## src/rtl/ctrl_pkg.sv

```systemverilog
// Shared definitions for the control pipeline (ctrl_pipe).
// Holds the ALUOp encodings, the forward-select encodings, the per-stage
// control bundle, and a helper that applies the MEM-over-WB forwarding priority.
package ctrl_pkg;

  typedef enum logic [1:0] {
    ALU_ADD   = 2'b00,
    ALU_RTYPE = 2'b11
  } alu_op_e;

  typedef enum logic [1:0] {
    FWD_NONE = 2'b00,
    FWD_WB   = 2'b01,
    FWD_MEM  = 2'b10
  } fwd_sel_e;

  // ALUOp is carried as raw bits so that the unused codes 01/10 pass through untouched.
  typedef struct packed {
    logic       valid;
    logic       reg_write;
    logic       alu_src;
    logic [1:0] alu_op;
  } stage_ctrl_t;

  localparam stage_ctrl_t STAGE_BUBBLE = '{
    valid:     1'b0,
    reg_write: 1'b0,
    alu_src:   1'b0,
    alu_op:    ALU_ADD
  };

  function automatic fwd_sel_e fwd_select(input logic mem_hit, input logic wb_hit);
    if (mem_hit)     return FWD_MEM;
    else if (wb_hit) return FWD_WB;
    else             return FWD_NONE;
  endfunction

endpackage

```

## src/rtl/ctrl_stage_reg.sv

```systemverilog
// One pipeline control register (ID/EX, EX/MEM or MEM/WB).
// Ports: clk/rst (synchronous, active-high), load (capture enable),
// bubble (capture an empty slot), bundle/write_reg (next contents),
// bundle_q/write_reg_q (registered contents).
// With CTRL_PIPE_FORWARD_EN defined it also stores the source register fields (rs/rt).
module ctrl_stage_reg
  import ctrl_pkg::*;
#(
  parameter int REG_W = 5
) (
  input  logic             clk,
  input  logic             rst,
  input  logic             load,
  input  logic             bubble,
  input  stage_ctrl_t      bundle,
  input  logic [REG_W-1:0] write_reg,
`ifdef CTRL_PIPE_FORWARD_EN
  input  logic [REG_W-1:0] rs,
  input  logic [REG_W-1:0] rt,
  output logic [REG_W-1:0] rs_q,
  output logic [REG_W-1:0] rt_q,
`endif
  output stage_ctrl_t      bundle_q,
  output logic [REG_W-1:0] write_reg_q
);

  always_ff @(posedge clk) begin
    if (rst || bubble) begin
      bundle_q    <= STAGE_BUBBLE;
      write_reg_q <= '0;
`ifdef CTRL_PIPE_FORWARD_EN
      rs_q        <= '0;
      rt_q        <= '0;
`endif
    end else if (load) begin
      bundle_q    <= bundle;
      write_reg_q <= write_reg;
`ifdef CTRL_PIPE_FORWARD_EN
      rs_q        <= rs;
      rt_q        <= rt;
`endif
    end
  end

endmodule

```

## src/rtl/ctrl_pipe.sv

```systemverilog
// Control-signal pipeline ID/EX -> EX/MEM -> MEM/WB with a retired-instruction count.
// Inputs: clk_i, rst_i (synchronous, active-high), valid_i, decoded controls
// (RegDst_i, ALUSrc_i, RegWrite_i, ALUOp_i), register fields (Rs_i, Rt_i, Rd_i),
// stall_i (bubble into EX; upstream holds), and flush_i (drop the ID instruction).
// Outputs: EX controls, MEM and WB write intent, retired_o.
// Build option: CTRL_PIPE_FORWARD_EN adds ForwardA_o/ForwardB_o (MEM has priority over WB).
module ctrl_pipe
  import ctrl_pkg::*;
#(
  parameter int REG_W = 5
) (
  input  logic             clk_i,
  input  logic             rst_i,
  input  logic             valid_i,
  input  logic             RegDst_i,
  input  logic             ALUSrc_i,
  input  logic             RegWrite_i,
  input  logic [1:0]       ALUOp_i,
  input  logic [REG_W-1:0] Rs_i,
  input  logic [REG_W-1:0] Rt_i,
  input  logic [REG_W-1:0] Rd_i,
  input  logic             stall_i,
  input  logic             flush_i,
  output logic             ex_valid_o,
  output logic             ex_ALUSrc_o,
  output logic [1:0]       ex_ALUOp_o,
  output logic [REG_W-1:0] ex_WriteReg_o,
  output logic             mem_RegWrite_o,
  output logic [REG_W-1:0] mem_WriteReg_o,
  output logic             wb_RegWrite_o,
  output logic [REG_W-1:0] wb_WriteReg_o,
`ifdef CTRL_PIPE_FORWARD_EN
  output logic [1:0]       ForwardA_o,
  output logic [1:0]       ForwardB_o,
`endif
  output logic [31:0]      retired_o
);

  stage_ctrl_t      id_ctrl, ex_ctrl, mem_ctrl_d, mem_ctrl, wb_ctrl_d, wb_ctrl;
  logic [REG_W-1:0] id_wreg, ex_wreg, mem_wreg, wb_wreg;
  logic             id_bubble;
  logic [31:0]      retired;

  always_comb begin
    id_wreg           = RegDst_i ? Rd_i : Rt_i;
    id_ctrl           = STAGE_BUBBLE;
    id_ctrl.valid     = valid_i;
    // Writes to register 0 are dropped at capture.
    id_ctrl.reg_write = RegWrite_i && (id_wreg != '0);
    id_ctrl.alu_src   = ALUSrc_i;
    id_ctrl.alu_op    = ALUOp_i;
  end

  assign id_bubble = !valid_i || stall_i || flush_i;

  // ALU controls stop at EX; downstream stages carry only valid/RegWrite/WriteReg.
  always_comb begin
    mem_ctrl_d           = STAGE_BUBBLE;
    mem_ctrl_d.valid     = ex_ctrl.valid;
    mem_ctrl_d.reg_write = ex_ctrl.reg_write;
    wb_ctrl_d            = STAGE_BUBBLE;
    wb_ctrl_d.valid      = mem_ctrl.valid;
    wb_ctrl_d.reg_write  = mem_ctrl.reg_write;
  end

`ifdef CTRL_PIPE_FORWARD_EN
  logic [REG_W-1:0] ex_rs, ex_rt;
  logic [REG_W-1:0] unused_mem_rs, unused_mem_rt, unused_wb_rs, unused_wb_rt;
  logic             unused_src_bits;
  assign unused_src_bits = ^{unused_mem_rs, unused_mem_rt, unused_wb_rs, unused_wb_rt};
`else
  logic             unused_src_bits;
  assign unused_src_bits = ^{Rs_i, Rt_i};
`endif

  ctrl_stage_reg #(.REG_W(REG_W)) u_id_ex (
    .clk         (clk_i),
    .rst         (rst_i),
    .load        (1'b1),
    .bubble      (id_bubble),
    .bundle      (id_ctrl),
    .write_reg   (id_wreg),
`ifdef CTRL_PIPE_FORWARD_EN
    .rs          (Rs_i),
    .rt          (Rt_i),
    .rs_q        (ex_rs),
    .rt_q        (ex_rt),
`endif
    .bundle_q    (ex_ctrl),
    .write_reg_q (ex_wreg)
  );

  ctrl_stage_reg #(.REG_W(REG_W)) u_ex_mem (
    .clk         (clk_i),
    .rst         (rst_i),
    .load        (1'b1),
    .bubble      (1'b0),
    .bundle      (mem_ctrl_d),
    .write_reg   (ex_wreg),
`ifdef CTRL_PIPE_FORWARD_EN
    .rs          ('0),
    .rt          ('0),
    .rs_q        (unused_mem_rs),
    .rt_q        (unused_mem_rt),
`endif
    .bundle_q    (mem_ctrl),
    .write_reg_q (mem_wreg)
  );

  ctrl_stage_reg #(.REG_W(REG_W)) u_mem_wb (
    .clk         (clk_i),
    .rst         (rst_i),
    .load        (1'b1),
    .bubble      (1'b0),
    .bundle      (wb_ctrl_d),
    .write_reg   (mem_wreg),
`ifdef CTRL_PIPE_FORWARD_EN
    .rs          ('0),
    .rt          ('0),
    .rs_q        (unused_wb_rs),
    .rt_q        (unused_wb_rt),
`endif
    .bundle_q    (wb_ctrl),
    .write_reg_q (wb_wreg)
  );

  logic unused_stage_bits;
  assign unused_stage_bits = ^{mem_ctrl.alu_src, mem_ctrl.alu_op,
                               wb_ctrl.alu_src, wb_ctrl.alu_op, unused_src_bits};

  always_ff @(posedge clk_i) begin
    if (rst_i)              retired <= '0;
    else if (wb_ctrl.valid) retired <= retired + 32'd1;
  end

  assign ex_valid_o     = ex_ctrl.valid;
  assign ex_ALUSrc_o    = ex_ctrl.alu_src;
  assign ex_ALUOp_o     = ex_ctrl.alu_op;
  assign ex_WriteReg_o  = ex_wreg;
  assign mem_RegWrite_o = mem_ctrl.valid && mem_ctrl.reg_write;
  assign mem_WriteReg_o = mem_wreg;
  assign wb_RegWrite_o  = wb_ctrl.valid && wb_ctrl.reg_write;
  assign wb_WriteReg_o  = wb_wreg;
  assign retired_o      = retired;

`ifdef CTRL_PIPE_FORWARD_EN
  assign ForwardA_o = fwd_select(mem_RegWrite_o && (mem_WriteReg_o == ex_rs),
                                 wb_RegWrite_o  && (wb_WriteReg_o  == ex_rs));
  assign ForwardB_o = fwd_select(mem_RegWrite_o && (mem_WriteReg_o == ex_rt),
                                 wb_RegWrite_o  && (wb_WriteReg_o  == ex_rt));
`endif

endmodule

```

## config.mk

```make
export PLATFORM = sky130hd
export DESIGN_NAME = ctrl_pipe
export DESIGN_NICKNAME = d
export VERILOG_FILES = /design/src/rtl/ctrl_pkg.sv /design/src/rtl/ctrl_stage_reg.sv /design/src/rtl/ctrl_pipe.sv
export SDC_FILE = /design/constraint.sdc
export NUM_CORES = 1
export LEC_CHECK = 0
export ABC_CLOCK_PERIOD_IN_PS = 5150
export CORE_MARGIN = 8
export CORE_UTILIZATION = 30
export DETAILED_ROUTE_END_ITERATION = 10
export HOLD_SLACK_MARGIN = 0.05
export PLACE_DENSITY = 0.65
export SETUP_SLACK_MARGIN = 0.4
export SYNTH_ARGS = -nofsm -noshare
export SYNTH_HDL_FRONTEND = slang
export SYNTH_SLANG_ARGS = --single-unit
```

## constraint.sdc

```tcl
create_clock -name clk_i -period 5.15 [get_ports clk_i]
set_input_delay 1.03 -clock clk_i [delete_from_list [all_inputs] [get_ports clk_i]]
set_output_delay 1.03 -clock clk_i [all_outputs]
set_load 0.05 [all_outputs]
```

# --- After elaboration in Yosys (flattened, before gate mapping) ---
# Index checks and enable logic that the tools add are counted.
op_classes:
  n_mux: 1
  n_mul: 0
  order_cmp: 0
  n_addsub: 1
  n_bitwise: 0
  eq_ne: 0
  n_reduce_logical: 8
  n_shift: 0
  div_mod_pow: 0
ops:
  columns: ["operator", "n"]
  rows:
  - ["$add A32 B1 Y32 const B", 1]
  - ["$mux W5", 1]
  - ["$reduce_bool A5 Y1", 1]
  - ["$logic_and A1 B1 Y1", 3]
  - ["$logic_or A1 B1 Y1", 3]
  - ["$logic_not A1 Y1", 1]
word_totals:
  mem_count: 0
  elab_cells: 22
  regBits: 56
  mem_bits_rw: 0
  latch_bits: 0
  rom_bits: 0
  out_inout_bits: 53
  in_bits: 25

# --- Longest topological paths before layout ---
logic_depth:
  word_depth: 4
  depth_mapped: 7
  depth_no_buf: 5

# --- Modules after synthesis ---
# A second synthesis with hierarchy kept.
unflattened:
  hier_cells: 288
  area_unflattened_um2: 2722.6
modules_own_cells:
  columns: ["module", "area_each_um2", "cells_per_inst", "seq_area_each_um2", "n_inst"]
  rows:
  - ["ctrl_pipe", 1634.1, 189, 640.6, 1]
  - ["ctrl_stage_reg", 362.8, 33, 200.2, 3]

# --- Least setup slack after synthesis ---
# No wires, ideal clock.
synth_timing:
  kind: "in2reg"
  startpoint: "input RegDst_i"
  endpoint: "register u_id_ex.bundle_q[3] (netlist bit)"
  t_arrival_ns: 2.253
  setup_ns: 0.115
  cell_stages: 5
  setup_slack_ns: 2.782
  required_time_ns: 5.035
  path_buffers: 1
  path_cell_list: "clkbuf_1 -> or4b_2 -> o21ai_0 -> a21oi_1 -> o21a_1"
synth_via:
  elab_chain_len: 3
synth_rtl:
  columns: ["item", "line_no", "source"]
  rows:
  - ["start, declared", "ctrl_pipe.sv:15", "input logic RegDst_i,"]
  - ["$mux W5", "ctrl_pipe.sv:45", "id_wreg = RegDst_i ? Rd_i : Rt_i;"]
  - ["$reduce_bool A5 Y1", "ctrl_pipe.sv:49", "id_ctrl.reg_write = RegWrite_i && (id_wreg != '0);"]
  - ["$logic_and A1 B1 Y1", "ctrl_pipe.sv:49", null]
  - ["end signal, assigned", "ctrl_stage_reg.sv:36", "bundle_q <= bundle;"]
  - ["end, declared", "ctrl_stage_reg.sv:23", "output stage_ctrl_t bundle_q,"]
# Every way passes these cells.
# A chain may end at the register's enable or synchronous reset.

# --- Worst setup path in the final report ---
layout_timing:
  startpoint: "register u_mem_wb.bundle_q[4] (netlist bit)"
  endpoint: "output wb_RegWrite_o"
layout_via:
  elab_chain_len: 1
layout_rtl:
  columns: ["item", "line_no", "source"]
  rows:
  - ["start, declared", "ctrl_stage_reg.sv:23", null]
  - ["start signal, assigned", "ctrl_stage_reg.sv:36", null]
  - ["$logic_and A1 B1 Y1", "ctrl_pipe.sv:142", "assign wb_RegWrite_o = wb_ctrl.valid && wb_ctrl.reg_write;"]
  - ["end, declared", "ctrl_pipe.sv:30", "output logic wb_RegWrite_o,"]
# Every way passes these cells.

==> flow_summary.json <==
{
  "synth_nets": 266,
  "drtPass1Iterations": 4,
  "diodes": 0,
  "netlist.area_leader.share_pct": 50.0,
  "setup_violations": 0,
  "slew_viol_final": 0,
  "fin_hold_ws_ps": 447,
  "finalCriticalPeriod_ps": 2830,
  "syn_inst": 240,
  "vdd_drop_max_mv": 0.129,
  "crit_slowest_cell": "clkdlybuf4s50_1",
  "synth_compound_area_share_pct": 11.4,
  "critPathCaptureType": "primary output",
  "drt_iter0_markers": 79,
  "cp_num_buf_inv": 1,
  "r2r_slack_ps": 2850,
  "cts_made_buffers": 5,
  "yosysUniqueCellTypes": 33,
  "grt_use_total_pct": 10.5,
  "rsz0062_at_grt": "false",
  "fin_setup_tns_ps": 0,
  "leakage_nw": 1.00,
  "fmax_ghz": 0.353,
  "synthMuxAreaShare_pct": 2.68,
  "cp_top_family": "buffers and inverters",
  "grt_remaining_overflow": 0,
  "p_per_area_mw_per_mm2": 233,
  "post_cts_resized": 0,
  "yosysWarnings": 0,
  "synth-xor-area-share_pct": 4.29,
  "synth_edf_count": 0,
  "fp.coreArea_mm2": 0.00725,
  "async_reset_ff_share_pct": 0,
  "dp_hpwl_um": 3960,
  "yosysTopAreaCell": "dfxtp_1",
  "antenna_left": 0,
  "clk_path_buf_depth": 2,
  "seq_area_frac_synth_pct": 50.0,
  "avgSynthCellArea_um2": 9.35,
  "vias_per_cell": 4.94,
  "synth_top_family_by_area": "simple AND/OR/NAND/NOR gates",
  "port_buffers": 72,
  "syn_to_final_growth_pct": 38.7,
  "tightest_slew_ps": 579,
  "grt_pass1_wl_um": 8830,
  "initial_utilization_pct": 30.9,
  "finClkSkew_ps": 7.42,
  "path_max_fanout": 6,
  "routed_wl_um": 5360,
  "critPathArrivalTime_ps": 1800,
  "avgRoutedWirePerCell_um": 13.3,
  "cts-root-buf": "clkbuf_8",
  "critPathLaunchType": "flip-flop",
  "synth.most_common_cell": "dfxtp_1",
  "slowest_delay_ps": 810,
  "grt_antenna_before_repair": 0,
  "vias": 1995,
  "synthSimpleGateAreaFrac_pct": 26.7,
  "hold_buffers": 0,
  "grt_pass1_vias": 1896,
  "slew_headroom_pct": 61.4,
  "min_period_over_period_pct": 55.0,
  "cp_cell_sequence": "and2_2, clkdlybuf4s50_1",
  "clock-sinks": 56,
  "clk_latency_ps": 310,
  "die_w_um": 102,
  "nets": 330,
  "crit_type": "flip-flop to primary output",
  "ys_ff_latch": 56,
  "synth_fa_ha_area_share_pct": 0.558,
  "clk_pin_slew_ps": 100,
  "grt_max_degree": 48,
  "die_h_um": 102,
  "ys.flop_type": "dfxtp_1",
  "synth_area_leaders": "dfxtp_1, or4_1, a21oi_1, o31ai_1, nor2b_1",
  "crit_required_ps": 4120,
  "status": "finished, final reports clean",
  "io_pins": 78,
  "drive_gt1_share_pct": 4.92,
  "rows": 31,
  "hold_viol": 0,
  "die-area_mm2": 0.0105,
  "cts_setup_buffers": 0,
  "htree_levels": 2,
  "drc": 0,
  "synthesis.area_mm2": 0.00224,
  "synth.cells.most_frequent": "dfxtp_1, a21oi_1, nor2_1",
  "hp-class": "flip-flop to flip-flop",
  "cap_violations": 0,
  "gp_congestion": 0.746,
  "cts_tree": "yes"
}
-- flip-flops by register name, summed over array words and instances, names as in the netlist --
signal / flops
u_mem_wb.bundle_q: 2
u_ex_mem.write_reg_q: 5
u_id_ex.write_reg_q: 5
retired_o: 32
u_mem_wb.write_reg_q: 5
u_id_ex.bundle_q: 5
u_ex_mem.bundle_q: 2
-- power breakdown --
group / switching (W) / total (W) / internal [W] / leakage (nW)
logic: 0.0000199 / 0.0000403 / 0.0000204 / 0.508
clock network: 0.000148 / 0.000247 / 0.0000994 / 0.0452
registers: 0.00000111 / 0.000437 / 0.000435 / 0.452
total: 0.000169 / 0.000724 / 0.000555 / 1.00
-- logic make-up (layout without fill, tap and decap cells) --
kind of cell	after synthesis	in the layout
buf+inv	21	86
flops	56	56
mux	6	6
xor+xnor	11	11
fa+ha+maj	1	1
compound gates	43	43
simple gates	102	102
-- final timing paths --
kind / endpoint / from / cells past startpoint
worst min-delay path: u_ex_mem.bundle_q[3] / u_id_ex.bundle_q[3] / 1
worst min register to register: u_ex_mem.bundle_q[3] / u_id_ex.bundle_q[3] / 1
worst max register to register: retired_o[18] / retired_o[0] / 5
worst max-delay path: wb_RegWrite_o / u_mem_wb.bundle_q[4] / 2
-- routing by layer --
metal,routed length [um],global-route usage (%)
met3,496,4.77
met5,0,0
met4,33,3.05
met1,2200,11.8
met2,2640,17.2
-- layout by cell type, fill, tap and decap left out --
cell type        netlist  routed
xor2_1                 3       3
clkbuf_8               0       5
clkinvlp_4             0       1
ha_1                   1       1
nand4_1                7       7
o21ai_0                6       6
or4_1                 15      15
and3_1                 2       2
nand2_1               11      11
mux2i_1                6       6
or4b_1                 1       1
and2_1                 4       4
o21a_1                 1       1
nor2b_1               14      14
buf_4                  2       1
dfxtp_1               56      56
and2_2                 1       1
or3_1                  6       6
nor3_1                 3       3
or3_2                  1       1
inv_6                  0       2
clkdlybuf4s50_1        0      72
xnor2_1                8       8
or4b_2                 2       2
nand4_2                2       2
inv_1                  5       5
o41ai_1                1       1
and4_1                 2       2
nand3_1                8       8
nor4_1                 4       4
nor2_1                19      19
o31ai_1               14      14
a21oi_1               21      21
-- layout make-up --
| cell class | count | area (um^2) |
|---|---|---|
| inverters | 5 | 18.8 |
| multi-input cells | 163 | 1020 |
| fillers | 723 | 4140 |
| repair buffers | 73 | 728 |
| clock buffers | 5 | 68.8 |
| well taps | 99 | 124 |
| flip-flops and latches | 56 | 1120 |
| clock inverters | 3 | 25.0 |
-- per-stage QoR --
| step | setup WS (ps) | std cells | util (%) | instance area [um^2] | total power (W) |
|---|---|---|---|---|---|
| 6_report | 2320 | 404 | 42.9 | 3110 | 0.000724 |
| 5_1_grt | 2220 | 404 | 42.9 | 3110 | 0.000756 |
| 4_1_cts | 2270 | 404 | 42.9 | 3110 | 0.000737 |
| 3_5_place_dp | 2070 | 396 | 41.6 | 3020 | 0.000487 |
| 3_3_place_gp | 2110 | 396 | 41.6 | 3020 | 0.000487 |
| 2_1_floorplan | 2780 | 240 | - | 2240 | 0.000466 |
Power figures use the tool's default switching activity.
